===== src/rtl/adder_tree_pipe_acc.sv =====
// Pipelined NUM_IN-operand adder tree with optional multi-vector accumulation.
// Latency LOG2N+1 cycles; accepts one vector per cycle, no backpressure.
module adder_tree_pipe_acc #(
   parameter int NUM_IN = 8,
   parameter int IN_W   = 4,
   parameter int ACC_W  = 4,
   parameter int SIGNED = 0,
   localparam int LOG2N = $clog2(NUM_IN),
   localparam int OUT_W = IN_W + LOG2N + ACC_W
) (
   input  logic                   clk_i,
   input  logic                   reset_i,
   input  logic                   in_valid_i,
   input  logic [NUM_IN*IN_W-1:0] in_data_i,
   input  logic                   acc_mode_i,
   input  logic                   in_last_i,
   output logic                   out_valid_o,
   output logic [OUT_W-1:0]       sum_out_o,
   output logic                   out_ovf_o
);

   localparam int TW = IN_W + LOG2N;

   logic [LOG2N-1:0] vld_q, mode_q, last_q;

   always_ff @(posedge clk_i or posedge reset_i) begin
      if (reset_i) begin
         vld_q  <= '0;
         mode_q <= '0;
         last_q <= '0;
      end else begin
         vld_q  <= (vld_q << 1)  | LOG2N'(in_valid_i);
         mode_q <= (mode_q << 1) | LOG2N'(acc_mode_i);
         last_q <= (last_q << 1) | LOG2N'(in_last_i);
      end
   end

   // Level 0 is the raw operands; level j holds NUM_IN>>j sums of IN_W+j bits.
   for (genvar j = 0; j <= LOG2N; j++) begin : g_lvl
      localparam int W = IN_W + j;
      localparam int N = NUM_IN >> j;
      logic [W-1:0] node [N];
      if (j == 0) begin : g_leaf
         for (genvar k = 0; k < N; k++) begin : g_op
            assign node[k] = in_data_i[k*IN_W +: IN_W];
         end
      end else begin : g_sum
         always_ff @(posedge clk_i or posedge reset_i) begin
            if (reset_i) begin
               for (int k = 0; k < N; k++) node[k] <= '0;
            end else begin
               for (int k = 0; k < N; k++) begin
                  if (SIGNED != 0)
                     node[k] <= W'($signed(g_lvl[j-1].node[2*k])) + W'($signed(g_lvl[j-1].node[2*k+1]));
                  else
                     node[k] <= W'(g_lvl[j-1].node[2*k]) + W'(g_lvl[j-1].node[2*k+1]);
               end
            end
         end
      end
   end

   logic [TW-1:0]    tsum;
   logic [OUT_W-1:0] tsum_ext;
   logic             tv, tmode, tlast;

   assign tsum  = g_lvl[LOG2N].node[0];
   assign tv    = vld_q[LOG2N-1];
   assign tmode = mode_q[LOG2N-1];
   assign tlast = last_q[LOG2N-1];

   if (SIGNED != 0) begin : g_sx
      assign tsum_ext = OUT_W'($signed(tsum));
   end else begin : g_zx
      assign tsum_ext = OUT_W'(tsum);
   end

   logic [OUT_W-1:0] acc_q, acc_d, sum_q, sum_d;
   logic             open_q, open_d, ovf_q, ovf_d, oovf_q, oovf_d, ovld_q, ovld_d;
   logic [OUT_W:0]   add_full;
   logic             carry, sovf, wrap;

   assign add_full = {1'b0, acc_q} + {1'b0, tsum_ext};
   assign carry    = add_full[OUT_W];
   assign sovf     = (acc_q[OUT_W-1] == tsum_ext[OUT_W-1]) && (add_full[OUT_W-1] != acc_q[OUT_W-1]);
   assign wrap     = (SIGNED != 0) ? sovf : carry;

   always_comb begin
      acc_d  = acc_q;
      open_d = open_q;
      ovf_d  = ovf_q;
      sum_d  = sum_q;
      oovf_d = oovf_q;
      ovld_d = 1'b0;
      if (tv) begin
         if (!tmode) begin
            acc_d  = tsum_ext;
            open_d = 1'b0;
            ovf_d  = 1'b0;
            sum_d  = tsum_ext;
            oovf_d = 1'b0;
            ovld_d = 1'b1;
         end else begin
            if (!open_q) begin
               acc_d  = tsum_ext;
               ovf_d  = 1'b0;
               open_d = 1'b1;
            end else begin
               acc_d = add_full[OUT_W-1:0];
               ovf_d = ovf_q | wrap;
            end
            // The closing vector emits the freshly updated accumulator on the same edge.
            if (tlast) begin
               sum_d  = acc_d;
               oovf_d = ovf_d;
               ovld_d = 1'b1;
               open_d = 1'b0;
            end
         end
      end
   end

   always_ff @(posedge clk_i or posedge reset_i) begin
      if (reset_i) begin
         acc_q  <= '0;
         open_q <= 1'b0;
         ovf_q  <= 1'b0;
         sum_q  <= '0;
         oovf_q <= 1'b0;
         ovld_q <= 1'b0;
      end else begin
         acc_q  <= acc_d;
         open_q <= open_d;
         ovf_q  <= ovf_d;
         sum_q  <= sum_d;
         oovf_q <= oovf_d;
         ovld_q <= ovld_d;
      end
   end

   assign out_valid_o = ovld_q;
   assign sum_out_o   = sum_q;
   assign out_ovf_o   = oovf_q;

endmodule


===== config.mk =====
export PLATFORM = sky130hd
export DESIGN_NAME = adder_tree_pipe_acc
export DESIGN_NICKNAME = d
export VERILOG_FILES = /design/src/rtl/adder_tree_pipe_acc.sv
export SDC_FILE = /design/constraint.sdc
export NUM_CORES = 1
export LEC_CHECK = 0
export ABC_AREA = 1
export ABC_CLOCK_PERIOD_IN_PS = 2900
export BUFFER_PORTS_ARGS = -buffer_cell sky130_fd_sc_hd__buf_4
export CORE_UTILIZATION = 50
export CTS_BUF_LIST = sky130_fd_sc_hd__clkbuf_2
export DETAILED_ROUTE_END_ITERATION = 6
export PLACE_DENSITY = 0.68
export SYNTH_ARGS = -nofsm -noshare
export SYNTH_HDL_FRONTEND = slang
export SYNTH_SLANG_ARGS = --single-unit

===== constraint.sdc =====
create_clock -name clk_i -period 2.9 [get_ports clk_i]
set_clock_uncertainty 0.1 [all_clocks]
set_input_delay 0.435 -clock clk_i [delete_from_list [all_inputs] [get_ports clk_i]]
set_output_delay 0.435 -clock clk_i [all_outputs]
set_load 0.1 [all_outputs]

[Yosys cells after proc, flatten, opt, wreduce, memory -nomap -nowiden]
Index checks and enable logic that the tools add are counted.
Operators by class
  add/sub/neg operators: 8
  equal/unequal tests: 1
  mux-type cells: 13
  bitwise operators: 4
  reductions and logical operators: 1
Operators by type and width (count)
  11-bit 2-to-1 mux: 4
  4-bit by 4-bit adder with 5-bit output: 4
  11-bit by 7-bit adder with 12-bit output: 1
  5-bit by 5-bit adder with 6-bit output: 2
  1-bit 2-to-1 mux: 9
  3-bit by 1-bit OR with 3-bit output: 3
  6-bit by 6-bit adder with 7-bit output: 1
  2-bit by 1-bit != test with 1-bit output, second input constant: 1
  2-bit AND reduction: 1
  1-bit OR: 1
Storage, ports and cells
  register bits: 74
  input bits: 37
  output and inout port bits: 13
  word-level logic and storage cells: 43

[Logic depth before layout (Yosys ltp)]
Gate-level depths: netlist (run 1).
  depth in word-level cells: 5
  mapped depth: 12

[Worst setup path before layout (run 1)]
OpenSTA, ideal clock, no wires.
  path kind: register to register
  start point: register g_lvl[3].node[0] (netlist bit)
  end point: register sum_q[8], in the netlist sum_out_o[8]
  library setup time: 0.122 ns
  arrival time: 1.474 ns
  data required time: 2.678 ns
  path slack: 1.203 ns
  cell stages (with the launch flop): 12
  buffers on the path: 0
  path through: dfrtp_1 -> ha_1 -> inv_1 -> fa_1 -> inv_1 -> nand3_1 -> nand3_1 -> nand2_1 -> nand2_2 -> nand2_1 -> nand3_2 -> o21ai_2
On the way
  longest elaborated chain between the ends: 4
Ends and longest elaborated chain
  from (decl): RTL line 42  | logic [W-1:0] node [N];
  from (signal, indexed assignment): RTL line 54  | node[k] <= W'($signed(g_lvl[j-1].node[2*k])) + W'($signed(g_lvl[j-1].node[2*k+1]));
  from (signal, indexed assignment): RTL line 56  | node[k] <= W'(g_lvl[j-1].node[2*k]) + W'(g_lvl[j-1].node[2*k+1]);
  11-bit by 7-bit adder with 12-bit output: RTL line 83  | assign add_full = {1'b0, acc_q} + {1'b0, tsum_ext};
  11-bit 2-to-1 mux: RTL line 104  | if (!open_q) begin
  11-bit 2-to-1 mux: RTL line 113  | if (tlast) begin
  11-bit 2-to-1 mux: RTL line 96  | if (!tmode) begin
  to (signal assigned): RTL line 135  | sum_q <= sum_d;
  to (decl): RTL line 78  | logic [OUT_W-1:0] acc_q, acc_d, sum_q, sum_d;
No other way between the ends. The select of a mux whose other input is x is not followed.
A chain may end at the register's enable or synchronous reset.

[Worst setup path after layout (run 1)]
  start point: register vld_q[2]
  end point: register sum_q[8], in the netlist sum_out_o[8]
On the way
  longest elaborated chain between the ends: 1
Ends and longest elaborated chain
  from (decl): RTL line 24  | logic [LOG2N-1:0] vld_q, mode_q, last_q;
  from (signal assigned): RTL line 32  | vld_q <= (vld_q << 1) | LOG2N'(in_valid_i);
  2-bit AND reduction (no source line)
No other way between the ends.

==> reports/metrics.yaml, run 1 <==
power:
  power.density_nw_per_um2: 881
  peakVddDrop_v: 0.000374
  power_uw: 3940
  p_leak_uw: 0.00241
yosys:
  ys_types: 30
  ys_seq_area_frac: 0.484
  synth_top_area_frac: 0.484
  syn_area_sq_um: 3830
  yosys.area.top_type: "dfrtp_1"
  ys_ff_latch: 74
  synth_area_leaders: "dfrtp_1, ha_1, nand2_1, inv_1, fa_1"
  netlist_instances: 402
  yosys_warnings: 0
  synth_nets: 486
  avgSynthCellArea_sq_um: 9.53
grt:
  grt_max_degree: 39
  grt_antenna_before_repair: 0
  grt_use_met2: 0.339
  met1_usage: 0.247
  met3_usage: 0.0369
  grt_pass1_vias: 2593
  grt-ovfl-total: 0
  grt_pass1_wl_um: 11700
  grt_usage: 0.200
  busiest_layer: "met2"
finish:
  stdcell_area_sq_um: 4470
  final_util: 0.610
  num-nets-final: 545
  layout-drive-gt1-share: 0.170
  antenna_cells: 0
  syn_to_final_growth_pct: 16.8
  fill_cells: 594
timing:
  worst_pin_slew_ps: 750
  timing.final.ws_setup_ps: 933
  slew_headroom: 0.500
  finalHoldViolCount: 0
  setup_viol: 0
  period_share: 0.678
  period_minus_slack_ps: 1970
  slew_viol_final: 0
  max_freq_ghz: 0.508
  grt_setup_unrepaired: "false"
  final.setup.tns_ps: 0
clocking:
  cts.repair.resized: 0
  clockRootBuffer: "clkbuf_2"
  clock-sinks: 74
  hold_buffers: 4
  clk_pin_slew_worst_paths_ps: 190
  cts_tree: "yes"
  cts_buffer_depth: 2
  insertion_delay_ps: 500
  post_cts_buffers: 0
  cts-htree-levels: 3
  cts_made_buffers: 9
worst_setup_path:
  worst_ep_arrival_time_ps: 2280
  cp-start-kind: "register"
  critPathRequiredTime_ps: 3210
  worstSetupPathType: "register to register"
  endpoint_kind: "register"
  cp_max_fo: 14
routing:
  vias: 2742
  wire_per_inst_um: 12.2
  drt_wl_total_um: 6860
  ant_nets: 0
  drtIter0Drc: 116
  drc: 0
  via_per_inst: 4.86
  drt_pre_antenna_iters: 4
placement:
  dp_hpwl_um: 5460
  pre_cts_slack_ps: 944
  place_area_sq_um: 4300
  routabilityCongestion: 0.887
  io_buffers: 49
floorplanning:
  fp-row-count: 31
  die-area_sq_um: 8010
  ios: 50
  core_region_area_sq_um: 7330
  start_util: 0.522
  dieHeight_um: 89.5
  die_w_um: 89.5
job:
  drv_cap: 0
hold_path:
  hp-class: "primary input to register"
run_status:
  status: "completed"
## where the power goes
group | switching [uW] | leakage [uW] | total, uW | internal [uW]
Clock | 338 | 0.0000792 | 615 | 277
Sequential | 164 | 0.000899 | 1460 | 1300
Combinational | 1210 | 0.00144 | 1860 | 650
## synth_stat cells, drive strengths merged
cell	count
nand2	110
dfrtp	74
inv	63
ha	39
nand3	24
o21ai	17
a21oi	16
xor2	11
nor2	9
fa	8
xnor2	8
buf	5
a31oi	4
nand4	3
a21o	2
nand3b	2
o221ai	2
or2	2
a21boi	1
clkbuf	1
o21bai	1
## metal layers
metal,share of wire,vias to the layer above
li1,-,1397
met3,0.046,19
met5,0,-
met1,0.42,1259
met2,0.50,67
met4,0.033,0
## worst paths after layout
| check | startpoint | end | slack (ps) | cells past startpoint |
|---|---|---|---|---|
| setup / recovery | vld_q[2] | sum_out_o[8] | 930 | 5 |
| hold / removal | in_data_i[4] | g_lvl[1].node[15] | 40 | 2 |
| setup reg to reg | vld_q[2] | sum_out_o[8] | 930 | 5 |
| hold reg to reg | vld_q[0] | vld_q[1] | 270 | 0 |
| max in group asynchronous | reset_i | g_lvl[3].node[5] | 1540 | 4 |
| min in group asynchronous | reset_i | last_q[0] | 500 | 3 |
## cell type report
| class | instances | area (sq um) | share of cell area |
|---|---|---|---|
| clock inverter | 6 | 82.6 | 0.0185 |
| sequential | 74 | 1850 | 0.414 |
| timing repair buffer | 54 | 428 | 0.0957 |
| multi-input combinational | 259 | 1700 | 0.381 |
| clock buffer | 9 | 45.0 | 0.0101 |
| inverter | 63 | 236 | 0.0529 |
| tap | 99 | 124 | 0.0277 |
## state kept, by name, summed over array words and instances, names as in the netlist
signal,cells
acc_q,11
g_lvl.node,39
last_q,3
mode_q,3
open_q,1
out_ovf_o,1
out_valid_o,1
ovf_q,1
sum_out_o,11
vld_q,3
## metrics by stage
stage	std cells	hold WS, ps
final	564	35.1
after global routing	564	6.92
after CTS	564	0.790
after detailed placement	545	237
after global placement	545	231
after floorplan	402	231
## worst max-delay path, cell delays in order, from the launching register on
cell,delay [ps]
dfrtp_1,630
inv_2,210
a21oi_2,430
inv_1,320
nand2_1,140
o21ai_2,60
## cell families after synthesis
kind of cell / share of synthesized area
AOI/OAI and AO/OA: 0.0670
xor gates and xnor gates: 0.0434
adders and majority gates: 0.169
buffers and inverters: 0.0715
DFF: 0.484
and+or+nand+nor: 0.165
## cell usage in the layout (no fill, tap or decap)
master / instances
a31oi_1: 4
inv_1: 60
dfrtp_1: 74
nand4_1: 3
nand2_1: 107
clkinv_1: 1
nor2_1: 9
a21oi_1: 14
clkinv_4: 1
a21o_1: 2
xor2_1: 11
nand3_2: 2
o21bai_1: 1
or2_2: 1
a21oi_2: 2
inv_2: 3
buf_4: 49
or2_4: 1
fa_1: 8
bufinv_16: 2
a21boi_2: 1
ha_1: 39
clkinv_2: 2
xnor2_1: 8
o21ai_0: 13
o21ai_1: 2
o221ai_1: 2
clkbuf_2: 9
nand3b_1: 2
dlygate4sd3_1: 4
nand3_1: 22
o21ai_2: 2
buf_12: 1
nand2_2: 3
No activity file was read; power rests on OpenSTA's default activity.
==> run 2: changes to the inputs <==
- ABC_CLOCK_PERIOD_IN_PS: 2900 -> 2000
- clock period: 2.9 -> 2 ns (I/O delays scaled with it)
==> run 2 against run 1 <==
Against the previous run: hold slack lost 7.4 ps; design area up 4.6%; global-route usage shrank 0.49 points; critical path type unchanged; largest cell class unchanged; highest routed layer unchanged.
==> reports/metrics.yaml, run 2 (synthesized netlist as in run 1, its figures left out) <==
grt:
  grt-ovfl-total: 0  # unchanged
  grt_pass1_wl_um: 11700  # -0.24%
  grt_pass1_vias: 2864  # +10%
  grt_antenna_before_repair: 0  # unchanged
  grt_usage: 0.195  # -0.00488
  grt_max_degree: 75  # +92%
worst_setup_path:
  cp_common_cell: "nand2_1"
  reg2reg_from: "g_lvl[3].node[0]"
  worst_ep_arrival_time_ps: 2180  # -100 ps
  timing.reg2reg.setup_slack_ps: 180  # -750 ps
  worstSetupPathType: "register to register"
  r2r_cells: 12  # +7
  endpoint_kind: "register"
  critPathRequiredTime_ps: 2360  # -850 ps
  cp-start-kind: "register"
  worstPathCellList: "ha_1 -> inv_1 -> fa_2 -> inv_1 -> nand3_1 -> nand3_1 -> nand2_1 -> nand2_2 -> nand2_1 -> nand2_1 -> nand3_1 -> nand2_1"
  r2r-end: "sum_out_o[10]"
  slowest_delay_ps: 400  # -230 ps
  cp_max_fo: 3  # -11
  cpMaxStageDelayCell: "dfrtp_1"
  crit_path_start: "g_lvl[3].node[0]"
clocking:
  insertion_delay_ps: 500  # about the same
  clk_pin_slew_worst_paths_ps: 210  # +20 ps
  cts_buffer_depth: 2  # unchanged
  cts_tree: "yes"
  cts-htree-levels: 3  # unchanged
  cts_made_buffers: 9  # unchanged
  clock-sinks: 74  # unchanged
  clockRootBuffer: "clkbuf_2"
floorplanning:
  die-area_sq_um: 8010  # unchanged
  ios: 50  # unchanged
  core_region_area_sq_um: 7330  # unchanged
  dieHeight_um: 89.5  # unchanged
  die_w_um: 89.5  # unchanged
  start_util: 0.522  # unchanged
  fp-row-count: 31  # unchanged
job:
  drv_cap: 0  # unchanged
routing:
  drc: 0  # unchanged
  ant_nets: 0  # unchanged
  drt_pre_antenna_iters: 4  # unchanged
  vias: 2815  # +2.7%
  drtIter0Drc: 110  # -5.2%
  wire_per_inst_um: 11.4  # -6.4%
  drt_wl_total_um: 6630  # -3.5%
  via_per_inst: 4.84  # -0.51%
timing:
  grt_setup_unrepaired: "false"
  slew_viol_final: 0  # unchanged
  max_freq_ghz: 0.550  # +8.2%
  final.setup.tns_ps: 0  # unchanged
  setup_viol: 0  # unchanged
  worst_pin_slew_ps: 425  # -325 ps
  period_share: 0.909  # +0.231
  finalHoldViolCount: 0  # unchanged
  slew_headroom: 0.716  # +0.217
  period_minus_slack_ps: 1820  # -149 ps
  whs_ps: 27.6  # -7.44 ps
finish:
  num-nets-final: 562  # +3.1%
  final_common_cell: "nand2_1"
  layout-drive-gt1-share: 0.178  # +0.00816
  fill_cells: 612  # +3.0%
  multi_input_area_sq_um: 1710  # +0.15%
  final_util: 0.638  # +0.0278
  syn_to_final_growth_pct: 22.1
  mostFrequentLayoutCells: "nand2_1, dfrtp_1, inv_1, buf_4, ha_1"
  top_register: "g_lvl.node"
  antenna_cells: 0  # unchanged
  instances_no_fill: 582  # +3.2%
  regArea_sq_um: 1850  # unchanged
  largest_reg_flops: 39  # unchanged
run_status:
  status: "completed"
power:
  p_leak_uw: 0.00250  # +3.5%
  power.density_nw_per_um2: 1260  # +43%
  peakVddDrop_v: 0.000417  # +11%
placement:
  routabilityCongestion: 0.817  # -7.9%
  place_inst: 548  # +0.55%
  dp_hpwl_um: 4930  # -9.7%
  io_buffers: 49  # unchanged
hold_path:
  hp-start: "in_data_i[31]"
  whs_path_depth: 4  # +2
  hold_path_end: "g_lvl[1].node[4]"
  hp-class: "primary input to register"
[run 2: per-layer routing]
metal	routed length [um]	global-route usage
met1	2800	0.212
met3	234	0.0332
met5	0	0
met2	3470	0.367
met4	123	0.0938
[run 2: timing repair]
action	4_1_cts	5_1_grt
hold buffers	17	0
endpoints found under the setup margin	0	2
resized for setup	0	1
endpoints found under the hold margin	84	0
setup buffers	0	1
[run 2: worst max path at each step]
stage | end | slack (ps)
CTS | sum_out_o[10] | 120
global route | acc_q[10] | 30
finish | sum_out_o[10] | 180
global placement | sum_out_o[8] | 200
detailed placement | sum_out_o[10] | 140
floorplan | sum_out_o[8] | 300
[run 2: where the power goes]
part           total [uW]  leakage [uW]  internal (uW)  switching, uW
clock                1080     0.0000923            548            527
combinational        2710       0.00151            988           1720
sequential           2080      0.000899           1880            203
total                5870       0.00250           3420           2450
[run 2: through the flow]
| step | worst slack, ps | instance area (sq um) | total power (uW) |
|---|---|---|---|
| 4_1_cts | 121 | 4670 | 5910 |
| 6_report | 182 | 4680 | 5870 |
| 5_1_grt | 26.3 | 4680 | 6380 |
| 2_1_floorplan | 303 | 3830 | 4200 |
| 3_3_place_gp | 199 | 4330 | 4730 |
| 3_5_place_dp | 137 | 4330 | 4800 |
[run 2: final cells by class]
| type | count | share of cell area |
|---|---|---|
| Inverter | 63 | 0.0514 |
| Clock buffer | 10 | 0.0107 |
| Tap cell | 99 | 0.0265 |
| Multi-Input combinational cell | 259 | 0.365 |
| Sequential cell | 74 | 0.396 |
| Timing Repair Buffer | 71 | 0.126 |
| Clock inverter | 6 | 0.0246 |
[run 2: worst max-delay path: cells and delay by family, from the launching register on]
kind,cells,cell delay (ps)
adders and majority gates,2,510
and+or+nand+nor,8,650
DFF,1,400
buffers and inverters,2,140
